===== config.mk =====
export PLATFORM = sky130hd
export DESIGN_NAME = alu_exec_flat
export DESIGN_NICKNAME = d
export VERILOG_FILES = /design/src/rtl/alu_pkg.sv /design/src/rtl/alu_exec_if.sv /design/src/rtl/alu_comb.sv /design/src/rtl/alu_exec.sv /design/src/flat_wrapper.sv
export SDC_FILE = /design/constraint.sdc
export NUM_CORES = 1
export LEC_CHECK = 0
export CORE_UTILIZATION = 40
export DETAILED_ROUTE_END_ITERATION = 10
export PLACE_DENSITY_LB_ADDON = 0.12
export SETUP_SLACK_MARGIN = 0.1
export SLEW_MARGIN = 10
export SYNTH_ARGS = -nofsm -noshare
export SYNTH_HDL_FRONTEND = slang
export SYNTH_SLANG_ARGS = --single-unit

===== constraint.sdc =====
create_clock -name clk -period 4 [get_ports clk]
set_input_delay 0.6 -clock clk [delete_from_list [all_inputs] [get_ports clk]]
set_output_delay 0.6 -clock clk [all_outputs]
set_load 0.02 [all_outputs]

===== src/rtl/alu_pkg.sv =====
// alu_pkg: shared ALU opcodes, FSM state encoding and default datapath width
package alu_pkg;
    localparam int XLEN_DEF = 32;
    localparam logic [3:0] ALU_ADD  = 4'd0;
    localparam logic [3:0] ALU_SLL  = 4'd1;
    localparam logic [3:0] ALU_SLT  = 4'd2;
    localparam logic [3:0] ALU_SLTU = 4'd3;
    localparam logic [3:0] ALU_XOR  = 4'd4;
    localparam logic [3:0] ALU_SRL  = 4'd5;
    localparam logic [3:0] ALU_SRA  = 4'd6;
    localparam logic [3:0] ALU_OR   = 4'd7;
    localparam logic [3:0] ALU_AND  = 4'd8;
    localparam logic [3:0] ALU_SUB  = 4'd9;
    typedef enum logic [1:0] {ST_IDLE, ST_SHIFT, ST_DONE} state_e;
    function automatic logic is_shift(input logic [3:0] op);
        return op == ALU_SLL || op == ALU_SRL || op == ALU_SRA;
    endfunction
endpackage


===== src/rtl/alu_exec_if.sv =====
// alu_exec_if: operation request / result handshake bundle
interface alu_exec_if #(parameter int XLEN = alu_pkg::XLEN_DEF);
    logic            in_valid;
    logic            in_ready;
    logic [3:0]      alu_op;
    logic [XLEN-1:0] op_a;
    logic [XLEN-1:0] op_b;
    logic            out_valid;
    logic            out_ready;
    logic [XLEN-1:0] result;
    logic            zero;
    modport master (output in_valid, alu_op, op_a, op_b, out_ready,
                    input  in_ready, out_valid, result, zero);
    modport slave  (input  in_valid, alu_op, op_a, op_b, out_ready,
                    output in_ready, out_valid, result, zero);
endinterface


===== src/rtl/alu_comb.sv =====
// alu_comb: single-cycle ALU operations (iterative shifts live in alu_exec)
module alu_comb
    import alu_pkg::*;
#(
    parameter int XLEN = XLEN_DEF
) (
    input  logic [3:0]      alu_op_i,
    input  logic [XLEN-1:0] op_a_i,
    input  logic [XLEN-1:0] op_b_i,
    output logic [XLEN-1:0] result_o
);
    // select the single-cycle result; shifts and unused codes yield 0
    always_comb begin
        result_o = '0;
        case (alu_op_i)
            ALU_ADD:  result_o = op_a_i + op_b_i;
            ALU_SUB:  result_o = op_a_i - op_b_i;
            ALU_SLT:  result_o = {{(XLEN-1){1'b0}}, $signed(op_a_i) < $signed(op_b_i)};
            ALU_SLTU: result_o = {{(XLEN-1){1'b0}}, op_a_i < op_b_i};
            ALU_XOR:  result_o = op_a_i ^ op_b_i;
            ALU_OR:   result_o = op_a_i | op_b_i;
            ALU_AND:  result_o = op_a_i & op_b_i;
            default:  result_o = '0;
        endcase
    end
endmodule


===== src/rtl/alu_exec.sv =====
// alu_exec: ALU execute stage with bit-serial shifter and valid/ready handshake
module alu_exec
    import alu_pkg::*;
#(
    parameter int XLEN = XLEN_DEF
) (
    input  logic       clk,
    input  logic       rst_n,
    alu_exec_if.slave  bus_if
);
    localparam int SW = $clog2(XLEN);

    state_e          state_q, state_d;
    logic [XLEN-1:0] res_q, res_d, comb_res, shifted;
    logic            zero_q, zero_d;
    logic [SW-1:0]   cnt_q, cnt_d;
    logic            left_q, left_d;
    logic            fill_q, fill_d;
    logic [SW-1:0]   shamt;
    logic            accept;

    alu_comb #(.XLEN(XLEN)) u_comb (
        .alu_op_i (bus_if.alu_op),
        .op_a_i   (bus_if.op_a),
        .op_b_i   (bus_if.op_b),
        .result_o (comb_res)
    );

    assign shamt            = bus_if.op_b[SW-1:0];
    assign bus_if.in_ready  = state_q == ST_IDLE || (state_q == ST_DONE && bus_if.out_ready);
    assign bus_if.out_valid = state_q == ST_DONE;
    assign bus_if.result    = res_q;
    assign bus_if.zero      = zero_q;
    assign accept           = bus_if.in_valid && bus_if.in_ready;
    assign shifted          = left_q ? {res_q[XLEN-2:0], 1'b0} : {fill_q, res_q[XLEN-1:1]};

    // next state: one shift step per cycle in SHIFT, new capture on accept
    always_comb begin
        state_d = state_q;
        res_d   = res_q;
        zero_d  = zero_q;
        cnt_d   = cnt_q;
        left_d  = left_q;
        fill_d  = fill_q;
        case (state_q)
            ST_SHIFT: begin
                res_d  = shifted;
                zero_d = shifted == '0;
                cnt_d  = cnt_q - SW'(1);
                if (cnt_q == SW'(1)) state_d = ST_DONE;
            end
            ST_DONE: if (bus_if.out_ready && !bus_if.in_valid) state_d = ST_IDLE;
            default: ;
        endcase
        if (accept) begin
            left_d = bus_if.alu_op == ALU_SLL;
            fill_d = bus_if.alu_op == ALU_SRA && bus_if.op_a[XLEN-1];
            if (is_shift(bus_if.alu_op) && shamt != '0) begin
                state_d = ST_SHIFT;
                res_d   = bus_if.op_a;
                cnt_d   = shamt;
            end else begin
                state_d = ST_DONE;
                res_d   = is_shift(bus_if.alu_op) ? bus_if.op_a : comb_res;
                zero_d  = res_d == '0;
            end
        end
    end

    // state register; reset drops any in-flight operation
    always_ff @(posedge clk) begin
        if (!rst_n) begin
            state_q <= ST_IDLE;
            res_q   <= '0;
            zero_q  <= 1'b0;
            cnt_q   <= '0;
            left_q  <= 1'b0;
            fill_q  <= 1'b0;
        end else begin
            state_q <= state_d;
            res_q   <= res_d;
            zero_q  <= zero_d;
            cnt_q   <= cnt_d;
            left_q  <= left_d;
            fill_q  <= fill_d;
        end
    end
endmodule


===== src/flat_wrapper.sv =====
// flat-port wrapper written by rule: the top's interface ports become plain ports
module alu_exec_flat import alu_pkg::*;
#(
    parameter int XLEN = XLEN_DEF
)
  (clk, rst_n, bus_if_in_valid, bus_if_alu_op, bus_if_op_a, bus_if_op_b, bus_if_out_ready, bus_if_in_ready, bus_if_out_valid, bus_if_result, bus_if_zero);
  alu_exec_if #(.XLEN(XLEN)) bus_if_i ();
  input  logic clk;
  input  logic rst_n;
  input wire logic [$bits(bus_if_i.in_valid)-1:0] bus_if_in_valid;
  input wire logic [$bits(bus_if_i.alu_op)-1:0] bus_if_alu_op;
  input wire logic [$bits(bus_if_i.op_a)-1:0] bus_if_op_a;
  input wire logic [$bits(bus_if_i.op_b)-1:0] bus_if_op_b;
  input wire logic [$bits(bus_if_i.out_ready)-1:0] bus_if_out_ready;
  output wire logic [$bits(bus_if_i.in_ready)-1:0] bus_if_in_ready;
  output wire logic [$bits(bus_if_i.out_valid)-1:0] bus_if_out_valid;
  output wire logic [$bits(bus_if_i.result)-1:0] bus_if_result;
  output wire logic [$bits(bus_if_i.zero)-1:0] bus_if_zero;
  assign bus_if_i.in_valid = bus_if_in_valid;
  assign bus_if_i.alu_op = bus_if_alu_op;
  assign bus_if_i.op_a = bus_if_op_a;
  assign bus_if_i.op_b = bus_if_op_b;
  assign bus_if_i.out_ready = bus_if_out_ready;
  assign bus_if_in_ready = bus_if_i.in_ready;
  assign bus_if_out_valid = bus_if_i.out_valid;
  assign bus_if_result = bus_if_i.result;
  assign bus_if_zero = bus_if_i.zero;
  alu_exec #(.XLEN(XLEN)) u_core (.clk(clk), .rst_n(rst_n), .bus_if(bus_if_i));
endmodule

=== Word-level counts from Yosys, hierarchy flattened ===
Index checks and enable logic that the tools add are counted.

* Bits in latches: 0
* Memories kept: 0
* Memory bits (read-only): 0
* Output and inout port bits: 35
* RAM bits: 0
* Word-level logic and storage cells: 62
* Input port bits: 72
* Register bits: 42

* Equality and inequality tests: 14
* Div/mod/pow operators: 0
* Bitwise gates (word level): 3
* Order comparisons: 2
* Reductions and logical operators: 17
* Multipliers: 0
* Muxes and demuxes: 17
* Add/sub/neg operators: 3
* Shift operators: 0

{| class="wikitable"
|+ Operators by type and width
! cell !! count
|-
| 32-bit case mux with 7 select lines || 1
|-
| 32-bit two-way mux || 5
|-
| 32-bit zero test || 2
|-
| 32-bit < comparator || 2
|-
| 32-bit adder || 1
|-
| 32-bit AND || 1
|-
| 32-bit bitwise OR || 1
|-
| 32-bit subtractor || 1
|-
| 32-bit XOR || 1
|-
| 4-bit by 3-bit equality test with 1-bit output (second input constant) || 4
|-
| 5-bit two-way mux || 3
|-
| 4-bit by 2-bit equality test with 1-bit output (second input constant) || 2
|-
| 4-bit equality test (second input constant) || 2
|-
| 2-bit two-way mux || 4
|-
| 3-bit by 1-bit != test with 1-bit output (second input constant) || 2
|-
| 5-bit by 1-bit equality test with 1-bit output (second input constant) || 1
|-
| 1-bit logical AND || 5
|-
| 5-bit nonzero test || 1
|-
| 5-bit by 1-bit subtractor with 5-bit output (second input constant) || 1
|-
| 4-bit by 1-bit equality test with 1-bit output (second input constant) || 1
|-
| 4-bit zero test || 1
|-
| 2-bit case mux with 2 select lines || 1
|-
| 1-bit logical OR || 3
|-
| 1-bit two-way mux || 3
|-
| other kinds (7) || 7
|}

=== Depth between registers and ports, before layout ===
* Depth after elaboration: 7
* Gate-level depth with buffers: 15
* Gate-level depth less buffers: 15

=== Hierarchy ===
Synthesis repeated with hierarchy kept, for this count alone.

* Cells, all modules: 1122
* Area total of the unflattened synthesis: 8044.0 µm²

{| class="wikitable"
|+ By module, submodules not included
! module !! area each (µm²) !! times used !! seq. area each (µm²) !! cells an instance
|-
| alu_comb || 5129.9 || 1 || 0.0 || 783
|-
| alu_exec || 2914.0 || 1 || 840.8 || 339
|}

=== Worst setup path before layout ===
No wires, ideal clock.

* Kind: input to register
* Start: input bus_if_op_a[0]
* End: register u_core.zero_q, in the netlist u_core.bus_if.zero
* Stages on the path: 14
* Data required time: 3.904 ns
* Arrival: 3.702 ns
* Path slack: 0.202 ns
* Buffers on the path: 0
* Setup time: 0.096 ns
* Cell sequence: inv_1 > ha_1 > inv_1 > fa_1 > nor2b_1 > o22a_1 > a311o_1 > o21bai_1 > o21ai_0 > mux2_2 > o22ai_1 > or3_1 > or4_1 > o41ai_2

* Word-level cells in the longest chain between the ends: 6
* Elaborated cells between the ends (all ways): 12
* Those cells by class: add/sub: 2; order compare: 2; mux: 4; bitwise: 3; reduce/logical: 1

{| class="wikitable"
|+ Ends and longest elaborated chain
! what !! line !! text
|-
| start, declared || flat_wrapper.sv:12 || <nowiki>input wire logic [$bits(bus_if_i.op_a)-1:0] bus_if_op_a;</nowiki>
|-
| 32-bit subtractor (tied with other cells) || alu_comb.sv:17 || <nowiki>ALU_SUB: result_o = op_a_i - op_b_i;</nowiki>
|-
| 32-bit case mux with 7 select lines || alu_comb.sv:15 || <nowiki>case (alu_op_i)</nowiki>
|-
| 32-bit two-way mux * || alu_exec.sv:64 || <nowiki>res_d = is_shift(bus_if.alu_op) ? bus_if.op_a : comb_res;</nowiki>
|-
| 32-bit zero test * || alu_exec.sv:65 || <nowiki>zero_d = res_d == '0;</nowiki>
|-
| 1-bit two-way mux * || alu_exec.sv:58 || <nowiki>if (is_shift(bus_if.alu_op) && shamt != '0) begin</nowiki>
|-
| 1-bit two-way mux * || alu_exec.sv:55 || <nowiki>if (accept) begin</nowiki>
|-
| end signal, assigned || alu_exec.sv:82 || <nowiki>zero_q <= zero_d;</nowiki>
|-
| end, declared || alu_exec.sv:15 || <nowiki>logic zero_q, zero_d;</nowiki>
|}

Mark *: on every way between the ends. The rest lies on a longest branch, timed or not.
A chain may end at the register's enable or synchronous reset.

=== Worst setup path in the final report ===
* Start: input bus_if_op_b[6]
* End: register u_core.zero_q, in the netlist u_core.bus_if.zero

* Word-level cells in the longest chain between the ends: 6
* Elaborated cells between the ends (all ways): 12
* Those cells by class: add/sub: 2; order compare: 2; mux: 4; bitwise: 3; reduce/logical: 1

{| class="wikitable"
|+ Ends and longest elaborated chain
! what !! line !! text
|-
| start, declared || flat_wrapper.sv:13 || <nowiki>input wire logic [$bits(bus_if_i.op_b)-1:0] bus_if_op_b;</nowiki>
|-
| 32-bit subtractor (tied with other cells) || alu_comb.sv:17 ||
|-
| 32-bit case mux with 7 select lines * || alu_comb.sv:15 ||
|-
| 32-bit two-way mux * || alu_exec.sv:64 ||
|-
| 32-bit zero test * || alu_exec.sv:65 ||
|-
| 1-bit two-way mux * || alu_exec.sv:58 ||
|-
| 1-bit two-way mux * || alu_exec.sv:55 ||
|}

Marks and branches as above.

==> metrics <==
GP Congestion just under 1; vias in the first global route 10,027; Pint approximately 1700 uW; measured slew at the worst slew-check pin ~0.84 ns; # diodes 0; Placement Rows 52; post-route minimum period around 3.8 ns; switching share of power 0.417; share of layout cells above drive strength 1 0.332; Initial DRT Pass Iterations 6; core footprint ~20,000 um2; hold path depth 2; multiplexer area fraction after synthesis 0.0450; total of fill cells in the finished design 1,841; FMAX roughly 260 MHz; Die Area approximately 21,000 um2; die height about 150 um; post-synthesis register bit count 42; syn avg cell area slightly below 7 um2; worst r2r path cells 11; Clk pwr share 0.165; Async SR Flop Fraction 0; WL final approximately 34 mm; Reg-to-Reg End u_core.bus_if.zero; EDFF count, synth 0; clock root buffer clkbuf_16; Adder-Cell Fraction of Synth Area 0.168; initial antenna violation count 0; ANT nets after route 0; Cell Area, Placed 11,900 um2; arrival time worst endpoint roughly 4.0 ns; fraction of synthesized cell area in xor and xnor cells 0.00739; Required @ worst endpoint around 4.2 ns; crit path max fanout 7; RR Startpoint u_core.bus_if.result[5]; DR vias ~11,000; DR iter-0 viols around 890; final hold viol count 0; status completed; maximum VDD drop between 0.15 and 0.2 mV; max-slew violations 0; sequential cell area 842 um2; Setup Skew roughly 0.0036 ns; Final Core Density 0.646; Hold EP u_core.fill_q; Logic pwr share 0.654; first-pass GRT wire length 52.6 mm; fin crit share 0.957; endpoints failing setup 0; die width 146 um; min-delay src u_core.fill_q; count of buffers from port buffering ~110; CTS tree yes; I/O pins approximately 110; Fin Hold WS 0.501 ns; Area Overhead vs Synth 58.2%; RSZ-0062 raised after global routing false; flop2flop setup slack approximately 0.77 ns; H-tree depth 2; Hold Path Class flop to flop; Top FF cell, synth dfxtp_1; post-synth net total approximately 1,400; hold_buf cts 0; vias per cell 5.80; Clock Latency Late Sink between 0.2 and 0.3 ns; largest family of logic cells by synthesized area compound AO/OA/AOI/OAI gates; Slew Limit Headroom 0.440; critical path capture point type flop; largest net degree at the start of global routing 63; routed wire length per instance around 18 um; initial core utilization 0.409; post-route cell area ~13,000 um2; Cells after Synth 1,198; Cell Pwr Density ~220 nW/um2; non-filler cells, final approximately 1,900; Syn Std Cell Area ~8300 um2; hpwl dp 26.6 mm; Sink Count 42; dpl cells 1,820; Max-Cap Viols 0; post-synthesis simple-gate area fraction 0.237; PnR Total Power about 2900 uW; Synth Warn # 0; Synth Area in Compound Gates 0.351; GRT Util Overall 0.303; P_leak a little under 0.006 uW; nets@finish 1,770; TritonCTS Buffers 5; clock buffer depth 2; Startpoint Class input pin; area of the multi-input gates 7500 um2; Sequential Power Share 0.181; Seq/Total Area, Yosys 0.101; P_sw 1200 uW; grt ovf 0; Yosys cell types 90; DRC 0; Crit Path Class input pin to flop; clk slew on worst S/H paths ~0.06 ns
cells in the final DEF, fill, tap and decap left out, drive strengths merged, types with 23 or more instances in the layout:
| cell type | n |
|---|---|
| nor2 | 144 |
| dfxtp | 42 |
| ha | 108 |
| nand3 | 23 |
| mux2i | 35 |
| nand2 | 74 |
| buf | 356 |
| a211oi | 28 |
| o21ai | 64 |
| dlymetal6s2s | 26 |
| clkdlybuf4s50 | 74 |
| a21oi | 119 |
| nor3 | 39 |
| inv | 108 |
cell families (layout without fill, tap and decap cells):
family,Yosys count,count (layout)
compound gates,418,418
simple gates,397,397
buf+inv,187,577
fa+ha+maj,110,110
flops,42,42
mux,37,37
xor+xnor,7,7
repair_timing:
action / in CTS / in global routing
resized for setup: 83 / 133
pin swaps: 42 / 55
cloned: 0 / 0
endpoints found under the setup margin: 8 / 8
setup buffers: 17 / 14
state kept, by name, summed over array words and instances (netlist names):
name / flops
u_core.fill_q: 1
u_core.state_q: 2
u_core.bus_if.zero: 1
u_core.bus_if.result: 32
u_core.cnt_q: 5
u_core.left_q: 1
metal layers:
layer | vias up | GRT usage | wire length [um]
li1 | 5197 | - | -
met1 | 5041 | 0.413 | 15100
met2 | 464 | 0.515 | 15700
met3 | 77 | 0.0204 | 2130
met4 | 0 | 0.0839 | 804
met5 | - | 0 | 0
how the worst max path moves through the flow:
stage | start | end | slack, ns | cells past startpoint
2_1_floorplan | bus_if_op_a[0] | u_core.bus_if.zero | 0.20 | 14
3_3_place_gp | bus_if_op_a[0] | u_core.bus_if.zero | -0.61 | 17
3_5_place_dp | bus_if_op_a[0] | u_core.bus_if.zero | -0.64 | 17
4_1_cts | bus_if_op_b[3] | u_core.bus_if.result[30] | 0.07 | 17
5_1_grt | bus_if_op_b[20] | u_core.bus_if.zero | 0.07 | 13
6_report | bus_if_op_b[6] | u_core.bus_if.zero | 0.17 | 14
through the flow:
stage                     TNS, ns  setup slack, ns
after floorplan                 0            0.202
after global placement      -3.58           -0.608
after detailed placement    -3.75           -0.643
after CTS                       0           0.0703
after global routing            0           0.0724
final                           0            0.173
cell usage after synthesis, drive strengths merged, types with 12 or more instances:
cell type  number  area [um2]
mux2i          35         350
nand2          74         278
or3            13        81.3
nor4           14        93.8
a31oi          13        81.3
o21ai          64         320
buf            26         140
clkbuf         53         200
inv           108         405
a21o           19         144
nand4          15        93.8
ha            108        1350
a21oi         119         603
o211ai         20         150
nand3          23         115
nor2          144         541
a221o          12         120
nor2b          13        81.3
a221oi         22         223
nor3           39         205
dfxtp          42         841
a211oi         28         210
power groups by stage:
stage | sequential [uW] | clock (uW) | combinational [uW]
final | 522 | 476 | 1880
after global routing | 528 | 496 | 2020
after CTS | 521 | 478 | 1750
after detailed placement | 530 | 0 | 1650
after global placement | 529 | 0 | 1640
after floorplan | 552 | 0 | 816
critical path, stage by stage:
cell and delay, ns:
clkdlybuf4s50_1 0.49, inv_2 0.06, ha_4 0.30, buf_6 0.12, nand4_1 0.22, o311ai_2 0.32, o21a_1 0.20, buf_4 0.14
o311a_1 0.17, mux2_2 0.15, o22ai_1 0.10, or3_1 0.36, or4_1 0.49, o41ai_2 0.30
cell type report:
cell class	instances	share of cell area
flip-flops and latches	42	0.0642
repair buffers	462	0.294
inverters	108	0.0309
multi-input cells	969	0.572
well taps	270	0.0258
clock inverters	1	0.00229
clock buffers	6	0.0106
No activity file was read; power rests on OpenSTA's default activity.
==> variant 1: new RTL, config.mk and constraints unchanged <==
`res_q` no longer has a reset.
--- a/src/rtl/alu_exec.sv
+++ b/src/rtl/alu_exec.sv
@@ -71,19 +71,21 @@
     always_ff @(posedge clk) begin
         if (!rst_n) begin
             state_q <= ST_IDLE;
-            res_q   <= '0;
             zero_q  <= 1'b0;
             cnt_q   <= '0;
             left_q  <= 1'b0;
             fill_q  <= 1'b0;
         end else begin
             state_q <= state_d;
-            res_q   <= res_d;
             zero_q  <= zero_d;
             cnt_q   <= cnt_d;
             left_q  <= left_d;
             fill_q  <= fill_d;
         end
     end
+
+    always_ff @(posedge clk) begin
+        res_q <= res_d;
+    end
 endmodule
 
Formal check against the unedited RTL: not equivalent (a bounded check fails within 4 cycles, from zero or initial values and one cycle with rst_n low).
==> variant 1 against the unedited design <==
  * Synthesized area fell by 1.1%
  * First-iteration DRC count is 13% higher
  * Clock skew down 0.0011 ns
  * Power fell by 0.76%
  * Cell area down 4.8%
  * Wire length decreased by 5.5%
  * Sequential cell count unchanged
  * Sequential power increased by 21%
  * Setup slack improved by 0.039 ns
  * Critical path type unchanged
  * Largest cell class unchanged
  * Largest power group unchanged
==> variant 1: results (changes against the unedited design) <==
| Metric | Value |
|---|---|
| Area of the multi-input gates | 7040 um2 (-6.2%) |
| Post-Place Cell Area | 11,500 um2 (-2.6%) |
| Synth top area cells | ha_1 16%, edfxtp_1 12%, a21oi_1 6.3% |
| Synth Area in Adders | 17.0% (+0.19 points) |
| Xor/xnor share of the synthesized area | 0.641% (-0.099 points) |
| Sequential area share after synthesis | 14.2% (+4.0 points) |
| Sequential share of cell area | 9.31% (+2.9 points) |
| First-pass GRT wire length | 50,000 um (-5.0%) |
| Cells after synthesis | 1,114 (-7.0%) |
| Leakage | 0.00548 uW (-6.5%) |
| Area Growth Syn to Fin | 52.2% |
| P_sw | 1190 uW (-0.74%) |
| Vias in the first global route | 9,355 (-6.7%) |
| Crit Path Max Fanout | 11 (+4) |
| Non-clk invs | 101 (-6.5%) |
| Avg Vias per Cell | 5.81 (+0.19%) |
| Fin Hold WS | 0.522 ns (+0.0209 ns) |
| Yosys cell types | 87 (-3.3%) |
| Synth top cells by count | 108 x ha_1, 103 x a21oi_1, 100 x inv_1 |
| Number of flops mapped to enable cells by yosys | 32 (+32) |
| Outcome | finished clean |
| Fillers | 1,888 (+2.6%) |
| Top_reg_cell synth | edfxtp_1 |
| CP Data Arrival Time | 4.02 ns (about the same) |
| Layout Skew | 0.00255 ns (-0.00109 ns) |
| Synth Net Count | 1,296 (-6.1%) |
| NumNets Final | 1,640 (-7.3%) |
| Design Area, Final | 12,500 um2 (-4.8%) |
| WL per Instance | 18.4 um (+1.5%) |
| Layout cells sized above 1 | 30.2% (-3.0 points) |
| Clock network area share | 1.21% (-0.075 points) |
| Synth Area in Compound Gates | 34.4% (-0.80 points) |
| Largest net degree at the start of global routing | 54 (-14%) |
| PostCTS Resize Cnt | 38 (-54%) |
| Nonclk buf count | 406 (-12%) |
variant 1: cell count changes after synthesis, sizes merged, moves of 8 or more:
cell / unedited run / this run
a21oi: 119 / 106
clkbuf: 53 / 45
dfxtp: 42 / 10
edfxtp: 0 / 32
mux2i: 35 / 24
nand2: 74 / 83
nor2: 144 / 96
nor2b: 13 / 33
nor3: 39 / 29
nor4: 14 / 27
o211ai: 20 / 10
variant 1: worst max-delay path, cell delays in order:
cell,delay [ns]
clkdlybuf4s50_1,0.40
buf_4,0.18
buf_4,0.16
nand4b_1,0.18
buf_4,0.18
buf_4,0.25
o22ai_1,0.12
a221o_1,0.32
nor3_1,0.24
o41ai_2,0.13
and3_1,0.21
a211oi_2,0.28
buf_4,0.17
nand4_1,0.15
nor4_4,0.30
a22o_1,0.15
variant 1: metal layers:
layer / up-vias / wire length [um] / GRT usage [%]
met3: 64 / 2470 / 3.36
met1: 4661 / 14500 / 42.0
met5: - / 0 / 0
met2: 466 / 14100 / 45.8
li1: 4859 / - / -
met4: 0 / 812 / 7.74
==> variant 2: new RTL, same flow settings <==
Without the edit above. The package constant `XLEN_DEF` goes from 32 to 64.
--- a/src/rtl/alu_pkg.sv
+++ b/src/rtl/alu_pkg.sv
@@ -1,6 +1,6 @@
 // alu_pkg: shared ALU opcodes, FSM state encoding and default datapath width
 package alu_pkg;
-    localparam int XLEN_DEF = 32;
+    localparam int XLEN_DEF = 64;
     localparam logic [3:0] ALU_ADD  = 4'd0;
     localparam logic [3:0] ALU_SLL  = 4'd1;
     localparam logic [3:0] ALU_SLT  = 4'd2;
Ports: changed (resized bus_if_op_a, bus_if_op_b and bus_if_result); port bits go from 107 to 203. The function was not compared with the original's and may differ.
==> variant 2 against the unedited design <==
  * The flow now finishes with violations (negative setup slack)
  * Count of clock-buffer cells in the layout increased by 3
  * Die area grew 100%
  * Power grew 130%
  * Cell area is 130% higher
  * Combinational power rose to 2.6 times the old value
  * Setup slack got worse by 0.41 ns
  * First-iteration DRC count grew to 3.5 times the old value
  * Global-route usage is 13 points higher
  * Sequential cell count rose by 33
  * Synthesized area increased by 100%
  * Wire length grew to 2.9 times the old value
  * Sequential share of layout area fell by 1.4 points
  * Critical endpoint unchanged
==> variant 2: results (changes against the unedited design) <==
| Metric | Value |
|---|---|
| Outcome | complete, but fails checks |
| Failing checks | negative setup slack |
| Global Route met1 Usage | 55.3% (+14 points) |
| Slew HR | 22.7% (-21 points) |
| Met2 Usage GRT | 70.6% (+19 points) |
| Synthesis Warnings | 0 (unchanged) |
| Layout cells sized above 1 | 42.4% (+9.2 points) |
| Max reg flops | 64 (+100%) |
| Final GP Congestion | 1.06 (+7.6%) |
| Drt pass-1 iters | 6 (unchanged) |
| Setup violations, final | 2 (+2) |
| Met3 Track Usage GR | 7.34% (+5.3 points) |
| Cts bufs inserted | 9 (+4) |
| Yosys cell types | 101 (+12%) |
| Post-place setup slack | -1.49 ns (-0.848 ns) |
| Synth top cells by count | 303 x a21oi_1, 296 x nor2_1, 206 x ha_1 |
| Sequential area share after synthesis | 8.87% (-1.3 points) |
| DR iter-0 viols | 3,124 (+250%) |
| Setup crit start | bus_if_alu_op[1] |
| Leakage | 0.0132 uW (+130%) |
| Maximum vdd drop | 0.221 mV (+34%) |
| WL per Instance | 23.4 um (+29%) |
| CP Data Arrival Time | 4.49 ns (+0.46 ns) |
| Port buffer count | 202 (+91%) |
| FFs w/ async S/R, synth | 0% (unchanged) |
| H-Tree Depth | 3 (+1) |
| Avg Vias per Cell | 6.20 (+6.8%) |
| Layout Skew | 0.00568 ns (+0.00204 ns) |
| Setup tns final | -0.329 ns (-0.329 ns) |
| NumNets Final | 3,995 (+130%) |
| Largest net degree at the start of global routing | 69 (+9.5%) |
| Worst Hold Launch | u_core.fill_q |
| Clk root buf | clkbuf_16 |
| Setup WS post-layout | -0.240 ns (-0.413 ns) |
| Gr usage total | 43.6% (+13 points) |
| Synth top area cells | ha_1 15%, a21oi_1 9.0%, dfxtp_1 8.9% |
| Antenna violations before repair | 1 (+1) |
| Crit Path Max Fanout | 4 (-3) |
| Vias in the first global route | 25,600 (+160%) |
| Top_reg_cell synth | dfxtp_1 |
| Final HPWL DP | 77,800 um (+190%) |
| First-pass GRT wire length | 148,000 um (+180%) |
| Clk_lat worst skew | 0.34 ns (+0.05 ns) |
| RR Startpoint | u_core.state_q[0] |
| Synth Net Count | 2,860 (+110%) |
## variant 2: cell families after synthesis
group                    after synthesis  share of synthesized area, %
AO/OA/AOI/OAI                        957                          37.9
multiplexers                          74                          4.40
buffers and inverters                373                          8.85
adder cells (fa/ha/maj)              208                          15.5
flip-flops                            75                          8.87
XOR/XNOR                              25                          1.29
AND/OR/NAND/NOR                      804                          23.2
## variant 2: final timing paths
| kind | end | slack, ns | cells after the start |
|---|---|---|---|
| max | u_core.bus_if.zero | -0.24 | 15 |
| max reg2reg | u_core.bus_if.zero | 0.37 | 15 |
| min reg2reg | u_core.fill_q | 0.49 | 2 |
| min | u_core.fill_q | 0.49 | 2 |
## variant 2: power breakdown
| part | switching [uW] | leakage (uW) | internal [uW] | total [uW] |
|---|---|---|---|---|
| combinational | 2550 | 0.0125 | 2280 | 4840 |
| sequential | 111 | 0.000614 | 824 | 936 |
| clock | 357 | 0.000131 | 430 | 787 |
## variant 2: critical path, stage by stage
cell	delay [ns]
clkdlybuf4s50_1	0.57
or2_2	0.20
nor2_1	0.08
a32o_2	0.29
a2111oi_4	0.43
or4bb_1	0.49
nor4_2	0.33
buf_4	0.16
nand4_1	0.17
nor4_2	0.27
nand4_1	0.20
nor4_2	0.18
buf_4	0.14
nand4_1	0.15
o41ai_4	0.23
## variant 2: per-stage QoR
step	cells	area [um2]	hold WS, ns	total power, uW
after floorplan	2516	16900	0.431	2720
after global placement	4061	26300	0.449	4930
after detailed placement	4062	26400	0.471	5000
after CTS	4168	29200	0.479	6240
after global routing	4195	29900	0.499	6830
final	4195	29900	0.488	6560
## variant 2: timing repair
item                       4_1_cts  5_1_grt
gates resized for setup        570      149
pin swaps                      157       81
buffers inserted                91       27
setup endpoints to repair       45       22
## variant 2: layout make-up
| cell class | count | area (um2) |
|---|---|---|
| well taps | 539 | 674 |
| flip-flops and latches | 75 | 1510 |
| clock buffers | 9 | 225 |
| multi-input cells | 2068 | 16300 |
| fillers | 3499 | 11900 |
| inverters | 204 | 782 |
| repair buffers | 1293 | 10400 |
| clock inverters | 7 | 60.1 |
## variant 2: per-layer routing
metal	routed length, um	up-vias
met2	43700	1574
met1	39100	12400
met3	9360	371
li1	-	11600
met4	6050	0
met5	0	-
